`config.mk`:
```
export PLATFORM = sky130hd
export DESIGN_NAME = param_wb_cache_flat
export DESIGN_NICKNAME = d
export VERILOG_FILES = /design/src/rtl/cache_pkg.sv /design/src/rtl/param_wb_cache_if.sv /design/src/rtl/cache_line_array.sv /design/src/rtl/param_wb_cache.sv /design/src/flat_wrapper.sv
export SDC_FILE = /design/constraint.sdc
export NUM_CORES = 1
export LEC_CHECK = 0
export CAP_MARGIN = 20
export CORE_MARGIN = 3
export CORE_UTILIZATION = 56
export CTS_CLUSTER_SIZE = 8
export DETAILED_ROUTE_END_ITERATION = 10
export HOLD_SLACK_MARGIN = 0.02
export PLACE_DENSITY = 0.82
export SYNTH_ARGS = -nofsm -noshare
export SYNTH_HDL_FRONTEND = slang
export SYNTH_SLANG_ARGS = --single-unit
```
`constraint.sdc`:
```
create_clock -name clk -period 4.7 [get_ports clk]
set_input_delay 0.47 -clock clk [delete_from_list [all_inputs] [get_ports clk]]
set_output_delay 0.47 -clock clk [all_outputs]
set_load 0.01 [all_outputs]
```
`src/rtl/cache_pkg.sv`:
```
// -----------------------------------------------------------------------------
// cache_pkg
// Shared definitions for the param_wb_cache slice:
//   - cache_state_t : controller states IDLE / WB / FILL
//   - DEF_*         : default parameter values for the cache and its interface
//   - STAT_WIDTH    : width of the optional statistics counters
//   - tag_bits()    : address-split helper giving the tag width from the
//                     address width, line count and words per line
// -----------------------------------------------------------------------------
package cache_pkg;

  typedef enum logic [1:0] {
    IDLE = 2'd0,
    WB   = 2'd1,
    FILL = 2'd2
  } cache_state_t;

  localparam int DEF_ADDR_WIDTH     = 16;
  localparam int DEF_WORD_WIDTH     = 16;
  localparam int DEF_NUM_LINES      = 4;
  localparam int DEF_WORDS_PER_LINE = 4;

  localparam int STAT_WIDTH = 16;

  // Word address layout is {tag, index, offset}; the tag takes what is left.
  function automatic int tag_bits(input int addr_width, input int num_lines,
                                  input int words_per_line);
    return addr_width - $clog2(num_lines) - $clog2(words_per_line);
  endfunction

endpackage

```
`src/rtl/param_wb_cache_if.sv`:
```
// -----------------------------------------------------------------------------
// param_wb_cache_if
// Bundles the CPU-side request bus, the line-wide memory port and the DMA
// arbitration pair of the write-back cache.
//   CPU side : cpu_read, cpu_write, cpu_addr, cpu_wdata -> cache
//              cpu_rdata, stall                         <- cache
//   Memory   : mem_addr, mem_read, mem_write, mem_wdata <- cache
//              mem_rdata, mem_ready                     -> cache
//   Arbiter  : BG -> cache, accessing_memory <- cache
// Modports: slave = the cache, master = the environment around it.
// -----------------------------------------------------------------------------
interface param_wb_cache_if
  import cache_pkg::*;
#(
  parameter int ADDR_WIDTH     = DEF_ADDR_WIDTH,
  parameter int WORD_WIDTH     = DEF_WORD_WIDTH,
  parameter int WORDS_PER_LINE = DEF_WORDS_PER_LINE
);
  localparam int LINE_WIDTH = WORD_WIDTH * WORDS_PER_LINE;

  logic                  cpu_read;
  logic                  cpu_write;
  logic [ADDR_WIDTH-1:0] cpu_addr;
  logic [WORD_WIDTH-1:0] cpu_wdata;
  logic [WORD_WIDTH-1:0] cpu_rdata;
  logic                  stall;

  logic [ADDR_WIDTH-1:0] mem_addr;
  logic                  mem_read;
  logic                  mem_write;
  logic [LINE_WIDTH-1:0] mem_wdata;
  logic [LINE_WIDTH-1:0] mem_rdata;
  logic                  mem_ready;

  logic                  BG;
  logic                  accessing_memory;

  modport slave (
    input  cpu_read, cpu_write, cpu_addr, cpu_wdata, mem_rdata, mem_ready, BG,
    output cpu_rdata, stall, mem_addr, mem_read, mem_write, mem_wdata,
           accessing_memory
  );

  modport master (
    output cpu_read, cpu_write, cpu_addr, cpu_wdata, mem_rdata, mem_ready, BG,
    input  cpu_rdata, stall, mem_addr, mem_read, mem_write, mem_wdata,
           accessing_memory
  );

endinterface

```
`src/rtl/cache_line_array.sv`:
```
// -----------------------------------------------------------------------------
// cache_line_array
// Tag / valid / dirty / data storage for a direct-mapped cache.
//   index, offset          : line and word selected this cycle
//   rd_word, rd_line       : combinational read of the selected word / line
//   rd_tag, rd_valid,
//   rd_dirty               : combinational read of the selected line's state
//   word_we, word_wdata    : posedge write of one word; marks the line dirty
//   fill_we, fill_line,
//   fill_tag               : posedge write of a whole line; valid=1, dirty=0
//   clean_we               : posedge clear of the selected line's dirty bit
// Valid and dirty bits clear asynchronously on reset_n; tags and data do not.
// -----------------------------------------------------------------------------
module cache_line_array #(
  parameter  int NUM_LINES      = 4,
  parameter  int WORDS_PER_LINE = 4,
  parameter  int WORD_WIDTH     = 16,
  parameter  int TAG_BITS       = 12,
  localparam int INDEX_BITS     = $clog2(NUM_LINES),
  localparam int OFFSET_BITS    = $clog2(WORDS_PER_LINE),
  localparam int LINE_WIDTH     = WORD_WIDTH * WORDS_PER_LINE
) (
  input  logic                   clk,
  input  logic                   reset_n,
  input  logic [INDEX_BITS-1:0]  index,
  input  logic [OFFSET_BITS-1:0] offset,
  output logic [WORD_WIDTH-1:0]  rd_word,
  output logic [LINE_WIDTH-1:0]  rd_line,
  output logic [TAG_BITS-1:0]    rd_tag,
  output logic                   rd_valid,
  output logic                   rd_dirty,
  input  logic                   word_we,
  input  logic [WORD_WIDTH-1:0]  word_wdata,
  input  logic                   fill_we,
  input  logic [LINE_WIDTH-1:0]  fill_line,
  input  logic [TAG_BITS-1:0]    fill_tag,
  input  logic                   clean_we
);

  logic [WORDS_PER_LINE-1:0][WORD_WIDTH-1:0] data_q [NUM_LINES];
  logic [TAG_BITS-1:0]                       tag_q  [NUM_LINES];
  logic [NUM_LINES-1:0]                      valid_q;
  logic [NUM_LINES-1:0]                      dirty_q;

  assign rd_line  = data_q[index];
  assign rd_word  = data_q[index][offset];
  assign rd_tag   = tag_q[index];
  assign rd_valid = valid_q[index];
  assign rd_dirty = dirty_q[index];

  // NOTE: tag and data arrays carry no reset -- a line is meaningless until
  // its valid bit is set, and leaving them unreset lets them map onto RAM.
  always_ff @(posedge clk) begin
    if (fill_we) begin
      data_q[index] <= fill_line;
      tag_q[index]  <= fill_tag;
    end else if (word_we) begin
      data_q[index][offset] <= word_wdata;
    end
  end

  always_ff @(posedge clk or negedge reset_n) begin
    if (!reset_n) begin
      valid_q <= '0;
      dirty_q <= '0;
    end else if (fill_we) begin
      valid_q[index] <= 1'b1;
      dirty_q[index] <= 1'b0;
    end else if (word_we) begin
      dirty_q[index] <= 1'b1;
    end else if (clean_we) begin
      dirty_q[index] <= 1'b0;
    end
  end

endmodule

```
`src/rtl/param_wb_cache.sv`:
```
// -----------------------------------------------------------------------------
// param_wb_cache
// Direct-mapped, write-back, write-allocate cache between the CPU and a
// line-wide memory port, sharing that port with a DMA controller.
// Ports:
//   clk, reset_n : clock, asynchronous active-low reset
//   bus          : param_wb_cache_if.slave (CPU bus, memory port, BG /
//                  accessing_memory arbitration pair)
//   access_count, miss_count : saturating statistics, present only when
//                  CACHE_STATS_EN is defined
// Hits complete with zero added latency. A miss (never started while BG=1)
// writes back a dirty victim (WB), then fetches the line (FILL); the held CPU
// request then re-evaluates as a hit, so write misses merge through the
// normal write-hit path.
// -----------------------------------------------------------------------------
module param_wb_cache
  import cache_pkg::*;
#(
  parameter int ADDR_WIDTH     = DEF_ADDR_WIDTH,
  parameter int WORD_WIDTH     = DEF_WORD_WIDTH,
  parameter int NUM_LINES      = DEF_NUM_LINES,
  parameter int WORDS_PER_LINE = DEF_WORDS_PER_LINE
) (
  input  logic                  clk,
  input  logic                  reset_n,
  param_wb_cache_if.slave       bus
`ifdef CACHE_STATS_EN
  ,
  output logic [STAT_WIDTH-1:0] access_count,
  output logic [STAT_WIDTH-1:0] miss_count
`endif
);

  localparam int INDEX_BITS  = $clog2(NUM_LINES);
  localparam int OFFSET_BITS = $clog2(WORDS_PER_LINE);
  localparam int TAG_BITS    = tag_bits(ADDR_WIDTH, NUM_LINES, WORDS_PER_LINE);
  localparam int LINE_WIDTH  = WORD_WIDTH * WORDS_PER_LINE;

  logic [TAG_BITS-1:0]    tag;
  logic [INDEX_BITS-1:0]  index;
  logic [OFFSET_BITS-1:0] offset;

  assign tag    = bus.cpu_addr[ADDR_WIDTH-1 -: TAG_BITS];
  assign index  = bus.cpu_addr[OFFSET_BITS +: INDEX_BITS];
  assign offset = bus.cpu_addr[OFFSET_BITS-1:0];

  cache_state_t          state;
  logic                  mem_read_q;
  logic                  mem_write_q;
  logic [ADDR_WIDTH-1:0] mem_addr_q;
  logic [LINE_WIDTH-1:0] mem_wdata_q;

  logic [WORD_WIDTH-1:0] rd_word;
  logic [LINE_WIDTH-1:0] rd_line;
  logic [TAG_BITS-1:0]   rd_tag;
  logic                  rd_valid;
  logic                  rd_dirty;

  logic request;
  logic write_only;
  logic hit;
  logic in_idle;
  logic miss_go;
  logic stall;

  assign request    = bus.cpu_read | bus.cpu_write;
  // A simultaneous read and write is served as a read.
  assign write_only = bus.cpu_write & ~bus.cpu_read;
  assign hit        = rd_valid && (rd_tag == tag);
  assign in_idle    = (state == IDLE);
  // New miss sequences wait while the DMA owns the memory bus.
  assign miss_go    = in_idle && request && !hit && !bus.BG;

  cache_line_array #(
    .NUM_LINES      (NUM_LINES),
    .WORDS_PER_LINE (WORDS_PER_LINE),
    .WORD_WIDTH     (WORD_WIDTH),
    .TAG_BITS       (TAG_BITS)
  ) u_lines (
    .clk        (clk),
    .reset_n    (reset_n),
    .index      (index),
    .offset     (offset),
    .rd_word    (rd_word),
    .rd_line    (rd_line),
    .rd_tag     (rd_tag),
    .rd_valid   (rd_valid),
    .rd_dirty   (rd_dirty),
    .word_we    (in_idle && write_only && hit),
    .word_wdata (bus.cpu_wdata),
    .fill_we    ((state == FILL) && bus.mem_ready),
    .fill_line  (bus.mem_rdata),
    .fill_tag   (tag),
    .clean_we   ((state == WB) && bus.mem_ready)
  );

  // stall and accessing_memory are forced low while reset is held so the
  // outputs read zero immediately, even with a request still asserted.
  assign stall                = reset_n && request && !(in_idle && hit);
  assign bus.stall            = stall;
  assign bus.accessing_memory = reset_n && (!in_idle || (request && !hit));
  assign bus.cpu_rdata        = (in_idle && bus.cpu_read && hit) ? rd_word : '0;

  assign bus.mem_read  = mem_read_q;
  assign bus.mem_write = mem_write_q;
  assign bus.mem_addr  = mem_addr_q;
  assign bus.mem_wdata = mem_wdata_q;

  // NOTE: all state and registered outputs use non-blocking assignments so
  // every right-hand side sees pre-edge values regardless of statement order.
  always_ff @(posedge clk or negedge reset_n) begin
    if (!reset_n) begin
      state       <= IDLE;
      mem_read_q  <= 1'b0;
      mem_write_q <= 1'b0;
      mem_addr_q  <= '0;
      mem_wdata_q <= '0;
    end else begin
      case (state)
        IDLE: begin
          if (miss_go) begin
            if (rd_valid && rd_dirty) begin
              state       <= WB;
              mem_write_q <= 1'b1;
              mem_addr_q  <= {rd_tag, index, {OFFSET_BITS{1'b0}}};
              mem_wdata_q <= rd_line;
            end else begin
              state      <= FILL;
              mem_read_q <= 1'b1;
              mem_addr_q <= {tag, index, {OFFSET_BITS{1'b0}}};
            end
          end
        end
        WB: begin
          if (bus.mem_ready) begin
            state       <= FILL;
            mem_write_q <= 1'b0;
            mem_read_q  <= 1'b1;
            mem_addr_q  <= {tag, index, {OFFSET_BITS{1'b0}}};
          end
        end
        FILL: begin
          if (bus.mem_ready) begin
            state      <= IDLE;
            mem_read_q <= 1'b0;
          end
        end
        default: begin
          state       <= IDLE;
          mem_read_q  <= 1'b0;
          mem_write_q <= 1'b0;
        end
      endcase
    end
  end

`ifdef CACHE_STATS_EN
  always_ff @(posedge clk or negedge reset_n) begin
    if (!reset_n) begin
      access_count <= '0;
      miss_count   <= '0;
    end else begin
      if (request && !stall && (access_count != '1)) begin
        access_count <= access_count + 1'b1;
      end
      if (miss_go && (miss_count != '1)) begin
        miss_count <= miss_count + 1'b1;
      end
    end
  end
`endif

endmodule

```
`src/flat_wrapper.sv`:
```
// flat-port wrapper written by rule: the top's interface ports become plain ports
module param_wb_cache_flat import cache_pkg::*;
#(
  parameter int ADDR_WIDTH     = DEF_ADDR_WIDTH,
  parameter int WORD_WIDTH     = DEF_WORD_WIDTH,
  parameter int NUM_LINES      = DEF_NUM_LINES,
  parameter int WORDS_PER_LINE = DEF_WORDS_PER_LINE
)
  (clk, reset_n, bus_cpu_read, bus_cpu_write, bus_cpu_addr, bus_cpu_wdata, bus_mem_rdata, bus_mem_ready, bus_BG, bus_cpu_rdata, bus_stall, bus_mem_addr, bus_mem_read, bus_mem_write, bus_mem_wdata, bus_accessing_memory);
  param_wb_cache_if #(.ADDR_WIDTH(ADDR_WIDTH), .WORD_WIDTH(WORD_WIDTH), .WORDS_PER_LINE(WORDS_PER_LINE)) bus_i ();
  input  logic clk;
  input  logic reset_n;
  input wire logic [$bits(bus_i.cpu_read)-1:0] bus_cpu_read;
  input wire logic [$bits(bus_i.cpu_write)-1:0] bus_cpu_write;
  input wire logic [$bits(bus_i.cpu_addr)-1:0] bus_cpu_addr;
  input wire logic [$bits(bus_i.cpu_wdata)-1:0] bus_cpu_wdata;
  input wire logic [$bits(bus_i.mem_rdata)-1:0] bus_mem_rdata;
  input wire logic [$bits(bus_i.mem_ready)-1:0] bus_mem_ready;
  input wire logic [$bits(bus_i.BG)-1:0] bus_BG;
  output wire logic [$bits(bus_i.cpu_rdata)-1:0] bus_cpu_rdata;
  output wire logic [$bits(bus_i.stall)-1:0] bus_stall;
  output wire logic [$bits(bus_i.mem_addr)-1:0] bus_mem_addr;
  output wire logic [$bits(bus_i.mem_read)-1:0] bus_mem_read;
  output wire logic [$bits(bus_i.mem_write)-1:0] bus_mem_write;
  output wire logic [$bits(bus_i.mem_wdata)-1:0] bus_mem_wdata;
  output wire logic [$bits(bus_i.accessing_memory)-1:0] bus_accessing_memory;
  assign bus_i.cpu_read = bus_cpu_read;
  assign bus_i.cpu_write = bus_cpu_write;
  assign bus_i.cpu_addr = bus_cpu_addr;
  assign bus_i.cpu_wdata = bus_cpu_wdata;
  assign bus_i.mem_rdata = bus_mem_rdata;
  assign bus_i.mem_ready = bus_mem_ready;
  assign bus_i.BG = bus_BG;
  assign bus_cpu_rdata = bus_i.cpu_rdata;
  assign bus_stall = bus_i.stall;
  assign bus_mem_addr = bus_i.mem_addr;
  assign bus_mem_read = bus_i.mem_read;
  assign bus_mem_write = bus_i.mem_write;
  assign bus_mem_wdata = bus_i.mem_wdata;
  assign bus_accessing_memory = bus_i.accessing_memory;
  param_wb_cache #(.ADDR_WIDTH(ADDR_WIDTH), .WORD_WIDTH(WORD_WIDTH), .NUM_LINES(NUM_LINES), .WORDS_PER_LINE(WORDS_PER_LINE)) u_core (.clk(clk), .reset_n(reset_n), .bus(bus_i));
endmodule
```
* Word level (Yosys, flattened, before mapping) *
Memory sizes are Yosys's and may differ from the RTL's.
Index checks and enable logic that the tools add are counted.
Widths: inputs -> output; s select.

cells by class
  order comparisons = 4
  eq/ne operators = 8
  mux-type cells = 100
  bitwise logic cells = 72
  reduce and logical (&&, ||, !) cells = 31

operators by type and width
  kind                number
  $mux 16             6
  $mux 1              77
  $or 1x1->1          65
  $mux 64             1
  $bmux 16 s2         1
  $demux 16 s2        1
  $pmux 16 s2         1
  $logic_and 1x1->1   18
  $eq 12x12->1        1
  $mux 4              3
  $ne 2x2->1 const B  5
  $reduce_and 3->1    3
  $mux 2              4
  $or 4x4->4          2
  $reduce_and 4->1    2
  $lt 2x3->1 const B  2
  $pmux 1 s3          2
  $pmux 2 s3          1
  $and 4x4->4         1
  $bmux 1 s2          2
  $ge 2x1->1 const B  2
  $logic_not 1->1     4
  $not 4->4           1
  $reduce_bool 3->1   1
  8 further kinds     9

storage, ports and cells
  bits in registers = 92
  memory bits (writable) = 304
  logic and storage cells = 224
  memories = 2

memories
  memory                 depth  width  rd ports  clocked after Yosys merged registers in  write ports  line                    RTL
  u_core.u_lines.data_q  4      64     1         0                                        1            cache_line_array.sv:40  logic [WORDS_PER_LINE-1:0][WORD_WIDTH-1:0] data_q [NUM_LINES];
  u_core.u_lines.tag_q   4      12     1         0                                        1            cache_line_array.sv:41  logic [TAG_BITS-1:0] tag_q [NUM_LINES];

* Depth between registers and ports, before layout *
Gate-level depths: netlist of run 1.

  depth in word-level cells = 9
  mapped depth = 11
  mapped depth without buffers = 7

* Modules after synthesis *
A second synthesis of run 1 with hierarchy kept.

second synthesis, totals
  cells, all modules = 848
  area, all modules = 16360.7 um^2

modules (own cells, without submodules)
  module            instances  cells an instance  area an instance (um^2)
  cache_line_array  1          597                12684.7
  param_wb_cache    1          251                3676.0

* Least setup slack after synthesis of run 1 *
OpenSTA, ideal clock, no wires.

  path type = in2reg
  from = input port bus_cpu_addr[3]
  to = memory u_core.u_lines.data_q[0][32] in the netlist's numbering (enable)
  data arrival time = 3237 ps
  slack = 1069 ps
  stages = 11
  path buffers = 4
  cells stage by stage = buf_2 > buf_2 > mux2i_1 > o221ai_1 > o32ai_1 > o211a_1 > and2_1 > buf_6 > nand4b_4 > buf_6 > a21oi_1

between the ends
  word-level cells in the longest chain between the ends = 8
  elaborated cells on any way between the ends = 10

ends and longest elaborated chain
  what                                        line                                          RTL
  from (decl)                                 flat_wrapper.sv:15                            input wire logic [$bits(bus_i.cpu_addr)-1:0] bus_cpu_addr;
  $mem_v2 4x12 or $bmux 1 s2 (tied branches)  n/a
  $eq 12x12->1 or $mux 1 (tied branches)      param_wb_cache.sv:69, cache_line_array.sv:48
  $logic_and 1x1->1                           param_wb_cache.sv:69                          assign hit = rd_valid && (rd_tag == tag);
  $logic_and 1x1->1                           param_wb_cache.sv:89                          .word_we (in_idle && write_only && hit),
  $mux 1                                      cache_line_array.sv:57                        end else if (word_we) begin
  $mux 1                                      cache_line_array.sv:54                        if (fill_we) begin
  $mux 64 (not written as such)               cache_line_array.sv:58                        data_q[index][offset] <= word_wdata;
  $or 1x1->1 (no source line)                 n/a
  to (decl)                                   cache_line_array.sv:40

Several ways; a longest one is shown, not always the timed one. The select of a mux whose other input is x is not followed.

* Worst setup path after layout of run 1 *
  from = input port bus_cpu_addr[2]
  to = output port bus_accessing_memory

between the ends
  word-level cells in the longest chain between the ends = 7
  elaborated cells on any way between the ends = 9

ends and longest elaborated chain
  what                                        line                                          RTL
  $mem_v2 4x12 or $bmux 1 s2 (tied branches)  n/a
  $eq 12x12->1 or $mux 1 (tied branches)      param_wb_cache.sv:69, cache_line_array.sv:48
  $logic_and 1x1->1 *                         param_wb_cache.sv:69
  $logic_not 1->1 *                           param_wb_cache.sv:101                         assign bus.accessing_memory = reset_n && (!in_idle || (request && !hit));
  $logic_and 1x1->1 *                         param_wb_cache.sv:101
  $logic_or 1x1->1 *                          param_wb_cache.sv:101
  $logic_and 1x1->1 *                         param_wb_cache.sv:101
  to (decl)                                   flat_wrapper.sv:26                            output wire logic [$bits(bus_i.accessing_memory)-1:0] bus_accessing_memory;

Every way passes the cells marked *; elsewhere a longest branch is shown, timed or not. The select of a mux whose other input is x is not followed.

==> impl_metrics.json, run 1 <==
{
  "grt_pass1_wl_mm": 61.7,
  "cp_slowest_cell": "and2_1",
  "internal-power_mw": 6.41,
  "tightest_slew_ps": 962,
  "die-area_um2": 31600,
  "outcome": "finished clean",
  "die_height_um": 178,
  "cts_buffer_depth": 3,
  "rrSetupSlack_ps": 1150,
  "drive_gt1_share_pct": 28.7,
  "initial_core_util_pct": 57.2,
  "route.met3.wl_mm": 4.20,
  "path_cells": "buf_4, mux4_2, xor2_1, nand4bb_1, nor4_4, and2_1, o21ai_0, and2_1, clkdlybuf4s50_1",
  "fin_ws_ps": 569,
  "crit_fanout": 32,
  "ys_seq_area_share_pct": 68.9,
  "dr_total_vias": 9336,
  "dpl.hpwl_mm": 28.9,
  "syn_to_final_growth_pct": 24.6,
  "postSynthCellCount": 828,
  "hold_viol": 0,
  "grt_max_degree": 64,
  "rsz0062_at_grt": "no",
  "clock_skew_ps": 10.8,
  "placed_area_um2": 18900,
  "cts_tree": "done",
  "seq_power_share_pct": 47.7,
  "maxCapViolCount": 0,
  "ys_ff_latch": 394,
  "portBuffers": 199,
  "ant_nets": 0,
  "slew_viol_final": 0,
  "setup_violations": 0,
  "postLayoutCellArea_um2": 20600,
  "clk_latency_ps": 560,
  "first_pass_iters": 7,
  "synthFlopType": "edfxtp_1",
  "cts_buffers": 55,
  "crit_top_cell": "and2_1",
  "io-pin-count": 202,
  "p_sw_mw": 1.77,
  "finalCriticalPeriod_ps": 4130,
  "grt_pass1_vias": 9415,
  "grt-ovfl-total": 0,
  "reg2reg_depth": 8,
  "cp-start-kind": "input port",
  "routed-wl-met2_mm": 21.5,
  "startpoint": "bus_cpu_addr[2]",
  "synthDistinctLibCells": 47,
  "power_density_nw_per_um2": 398,
  "crit_type": "input port to output port",
  "critical_path_required_ps": 4230,
  "syn_area_per_cell_um2": 19.9,
  "timing.rr.end": "u_core.u_lines.data_q[1][30]",
  "p_sw_share_pct": 21.7,
  "htree_levels": 2,
  "clockPowerShare_pct": 44.3,
  "num_rows": 62,
  "tns_ps": 0,
  "core_um2": 28900,
  "highest_layer": "met4",
  "fmax_mhz": 242,
  "arrival_ps": 3660,
  "leakage_nw": 7.61,
  "synth_area_um2": 16500,
  "ys_warn_count": 0,
  "cpPeakStageDelay_ps": 620,
  "hold_path_class": "input port to async pin",
  "period_share_pct": 87.9,
  "vdd_drop_max_v": 0.000284,
  "vias_per_cell": 6.21,
  "postRouteWirelength_mm": 42.7,
  "pwr-share-comb_pct": 8.0,
  "max_slew_margin_pct": 35.9,
  "cts_resized": 0,
  "drt_iter0_markers": 1208,
  "async_flop_share_pct": 22.8,
  "cts_root_buf": "clkbuf_16",
  "place_ws_ps": 528,
  "r2r-start": "u_core.u_lines.tag_q[3][2]",
  "antenna_found_initial": 0,
  "diodes": 0,
  "wl_met1_mm": 15.8,
  "die_x_um": 178,
  "dpl.cell_count": 1397,
  "nets": 1174,
  "drc": 0,
  "routedWlPerCell_um": 28.4,
  "track_usage_pct": 27.3,
  "clock-sinks": 394,
  "finalNonFillerCells": 1503,
  "end_kind": "output port",
  "synth-edff-count": 304,
  "place_congestion": 0.893,
  "clk_pin_slew_ps": 60
}
[area by class of cell]
class,count,area (µm²)
timing repair buffer,235,2280
sequential,394,11400
clock inverter,3,31.3
multi-input combinational,382,4830
clock buffer,101,1570
inverter,4,15.0
fill,1699,8270
tap,384,480
[stage by stage]
stage / total power [mW] / hold slack, ps / utilization [%]
global route: 8.41 / 466 / 71.3
detailed placement: 4.61 / 455 / 65.7
floorplan: 4.28 / 174 / -
finish: 8.18 / 419 / 71.3
CTS: 8.21 / 423 / 71.2
global placement: 4.60 / 446 / 65.7
[power groups by stage]
stage | Sequential, mW | Combinational [mW] | Clock [mW]
finish | 3.90 | 0.655 | 3.63
global route | 3.91 | 0.689 | 3.81
CTS | 3.90 | 0.654 | 3.65
detailed placement | 3.97 | 0.648 | 0
global placement | 3.96 | 0.637 | 0
floorplan | 3.97 | 0.313 | 0
[what timing repair did]
item	in CTS	in global routing
hold buffers	1	0
hold endpoints to repair	36	0
endpoints found under the setup margin	0	0
setup buffers	0	0
[worst max-delay path, delay by kind of cell]
kind	cells	cell delay (ps)
AO/OA/AOI/OAI	1	180
XOR/XNOR	1	170
buffers and inverters	2	900
multiplexers	1	590
AND/OR/NAND/NOR	4	1330
[layer usage]
layer	vias up	track usage, %
li1	3831	-
met1	4797	37.6
met2	619	44.8
met3	89	5.22
met4	0	8.21
met5	-	0
[cell usage after synthesis, types with 12 or more instances]
cell type | instances | share of area, %
a21oi_1 | 19 | 0.58
a221o_1 | 12 | 0.73
buf_2 | 16 | 0.48
clkbuf_1 | 15 | 0.34
dfrtp_1 | 90 | 14
edfxtp_1 | 304 | 55
mux2_2 | 74 | 5.0
mux2_4 | 48 | 4.4
mux4_2 | 89 | 12
nand2_1 | 15 | 0.34
nor2_1 | 12 | 0.27
nor2b_1 | 18 | 0.68
o21ai_0 | 12 | 0.36
[registers in the layout, summed over array words and instances, names as in the netlist, named ones only]
name / count
u_core.u_lines.data_q: 256
u_core.bus.mem_wdata: 64
u_core.u_lines.tag_q: 48
u_core.bus.mem_addr: 14
u_core.u_lines.valid_q: 4
u_core.state: 2
u_core.bus.mem_read: 1
u_core.bus.mem_write: 1
[placed cells by master, fill, tap and decap left out, drive strengths merged, types with 2 or more instances in the layout]
| cell type | n |
|---|---|
| dfrtp | 90 |
| a21oi | 19 |
| a21o | 3 |
| edfxtp | 304 |
| nor2 | 12 |
| buf | 38 |
| nor4 | 2 |
| mux4 | 89 |
| mux2 | 131 |
| clkbuf | 101 |
| xnor2 | 10 |
| or2 | 5 |
| nand4b | 2 |
| a221o | 12 |
| a211oi | 3 |
| mux2i | 10 |
| nand4 | 2 |
| nor2b | 18 |
| xor2 | 5 |
| nand2 | 15 |
| clkdlybuf4s50 | 196 |
| o21ai | 12 |
| and2 | 10 |
| conb | 2 |
| and3 | 6 |
| inv | 6 |
[worst max-delay path by stage]
stage,end,slack (ps)
after floorplan,u_core.u_lines.data_q[0][32],1070
after global placement,u_core.u_lines.data_q[0][22],630
after detailed placement,u_core.u_lines.data_q[0][30],530
after CTS,bus_accessing_memory,570
after global routing,bus_accessing_memory,380
final,bus_accessing_memory,570
[logic make-up (layout without fill, tap and decap cells)]
logic type | count (synthesis) | count (layout) | synth area share [%]
buffers and inverters | 53 | 343 | 1.92
muxes | 230 | 230 | 22.8
DFF | 394 | 394 | 68.9
AOI/OAI and AO/OA | 58 | 58 | 2.55
xor gates and xnor gates | 15 | 15 | 0.795
other | 1 | 2 | 0.0227
and+or+nand+nor | 77 | 77 | 3.05
(Power assumes the default switching activity.)
==> run 2, diff against run 1 <==
--- a/config.mk
+++ b/config.mk
@@ -6,6 +6,7 @@
 export NUM_CORES = 1
 export LEC_CHECK = 0
 export CAP_MARGIN = 20
+export CORE_ASPECT_RATIO = 2
 export CORE_MARGIN = 3
 export CORE_UTILIZATION = 56
 export CTS_CLUSTER_SIZE = 8
==> run 2 against run 1 <==
Effect of this change: hold slack better by 22 ps; critical path depth shrank 1; via count is 0.39% lower; flip-flop and latch count stayed put; non-clock buffer count increased by 6; clock skew grew 4.5 ps; global-route usage grew 1.5 points; highest routed layer unchanged; first-iteration DRC count fell by 32%; clock power barely moved; fmax fell by 3.7%; sequential share of layout area is essentially flat.
==> impl_metrics.json, run 2 (synthesis gave the netlist of run 1 again) <==
{
  "outcome": "finished clean",
  "timing.rr.end": "u_core.u_lines.data_q[2][48]",
  "clk_pin_slew_ps": 50,
  "cts_buffer_depth": 3,
  "die_height_um": 249,
  "post-cts-setup-buffer-count": 0,
  "p_sw_mw": 1.77,
  "grt_max_degree": 57,
  "cts_buffers": 55,
  "crit_fanout": 16,
  "global_route.usage.met3_pct": 4.85,
  "postRouteWirelength_mm": 45.3,
  "tns_ps": 0,
  "pwr-share-comb_pct": 8.3,
  "rsz0062_at_grt": "no",
  "cpPeakStageDelay_ps": 660,
  "largest_reg_flops": 256,
  "finalNonFillerCells": 1483,
  "grt-ovfl-total": 0,
  "path_cells": "clkdlybuf4s50_1, xnor2_1, a211oi_1, o211ai_1, nor4_1, nand4_1, nor2b_1, clkdlybuf4s50_1",
  "startpoint": "bus_cpu_addr[14]",
  "ant_nets": 0,
  "met2_usage_pct": 51.3,
  "vias_per_cell": 6.27,
  "hold_path_class": "input port to async pin",
  "drt_iter0_markers": 817,
  "crit_top_cell": "clkdlybuf4s50_1",
  "hold_viol": 0,
  "period_share_pct": 91.3,
  "mostFrequentLayoutCells": "edfxtp_1, clkdlybuf4s50_1, dfrtp_1, mux4_2, mux2_2",
  "portBuffers": 199,
  "crit_type": "input port to output port",
  "grt-busiest-layer": "met2",
  "critPathTopFamily": "buffers and inverters",
  "cts_root_buf": "clkbuf_16",
  "antenna_found_initial": 2,
  "slew_viol_final": 0,
  "drc": 0,
  "leakage_nw": 7.64,
  "end_kind": "output port",
  "cp_slowest_cell": "a211oi_1",
  "reg2reg_depth": 8,
  "setup_violations": 0,
  "track_usage_pct": 28.8,
  "clockPowerShare_pct": 44.1,
  "core_um2": 29000,
  "place_congestion": 0.887,
  "place_ws_ps": 510,
  "seq_power_share_pct": 47.6,
  "vdd_drop_max_v": 0.000332,
  "routedWlPerCell_um": 30.6,
  "maxCapViolCount": 0,
  "max_slew_margin_pct": 28.7,
  "internal-power_mw": 6.43,
  "syn_to_final_growth_pct": 24.7,
  "dpl.hpwl_mm": 31.2,
  "fin_ws_ps": 410,
  "r2r-start": "u_core.u_lines.tag_q[3][10]",
  "htree_levels": 2,
  "largest-register": "u_core.u_lines.data_q",
  "finalCriticalPeriod_ps": 4290,
  "p_sw_share_pct": 21.6,
  "final_common_cell": "edfxtp_1",
  "clock-sinks": 394,
  "cp.depth": 8,
  "cts_tree": "done",
  "fillers": 1737,
  "critical_path_required_ps": 4230,
  "initial_core_util_pct": 57.0,
  "grt_pass1_vias": 9884,
  "grt_pass1_wl_mm": 65.7,
  "first_pass_iters": 5,
  "clock_skew_ps": 15.2,
  "nets": 1180,
  "arrival_ps": 3820,
  "clk_latency_ps": 560,
  "crit_buf_inv": 2,
  "gr-usage-met1_pct": 31.6,
  "die_x_um": 127,
  "num_rows": 88,
  "die-area_um2": 31700,
  "cp-start-kind": "input port",
  "io-pin-count": 202,
  "fmax_mhz": 233,
  "tightest_slew_ps": 1070,
  "rrSetupSlack_ps": 1090,
  "dr_total_vias": 9300,
  "power_density_nw_per_um2": 398,
  "drive_gt1_share_pct": 29.1,
  "dpl.cell_count": 1380
}
-- run 2: layout make-up --
cell class	count	area [µm²]	share of cell area, %
Antenna cell	2	5.00	0.0243
Tap cell	360	450	2.19
Sequential cell	394	11400	55.3
Inverter	4	15.0	0.0729
Multi-Input combinational cell	382	4830	23.5
Clock buffer	99	1580	7.69
Timing Repair Buffer	241	2310	11.2
Clock inverter	1	8.76	0.0425
-- run 2: routing by layer --
metal  vias to the layer above  part of all wire [%]
li1                       3836                     -
met1                      4785                    31
met2                       557                    55
met3                       122                   6.7
met4                         0                   6.6
met5                         -                     0
-- run 2: per-stage QoR --
stage                     hold slack (ps)  util [%]  total power [mW]  area, µm²
after floorplan                       174         -              4.28      16500
after global placement                448      65.6              4.62      19000
after detailed placement              450      65.6              4.64      19000
after CTS                             442      71.1              8.23      20600
after global routing                  474      71.1              8.42      20600
final                                 441      71.1              8.20      20600
-- run 2: power by group through the flow --
stage	clock (mW)	combinational, mW	sequential, mW
after floorplan	0	0.313	3.97
after global placement	0	0.662	3.96
after global routing	3.80	0.713	3.91
final	3.61	0.683	3.90
after CTS	3.65	0.685	3.90
after detailed placement	0	0.674	3.96
-- run 2: what timing repair did --
item,CTS,global route
resized for setup,0,0
hold buffers,1,0
hold endpoints to repair,34,0
-- run 2: worst max-delay path by stage --
stage | endpoint | slack, ps
after global routing | bus_cpu_rdata[9] | 200
after floorplan | u_core.u_lines.data_q[0][32] | 1070
after detailed placement | bus_cpu_rdata[1] | 510
final | bus_cpu_rdata[1] | 410
after global placement | bus_cpu_rdata[13] | 560
after CTS | bus_cpu_rdata[1] | 500
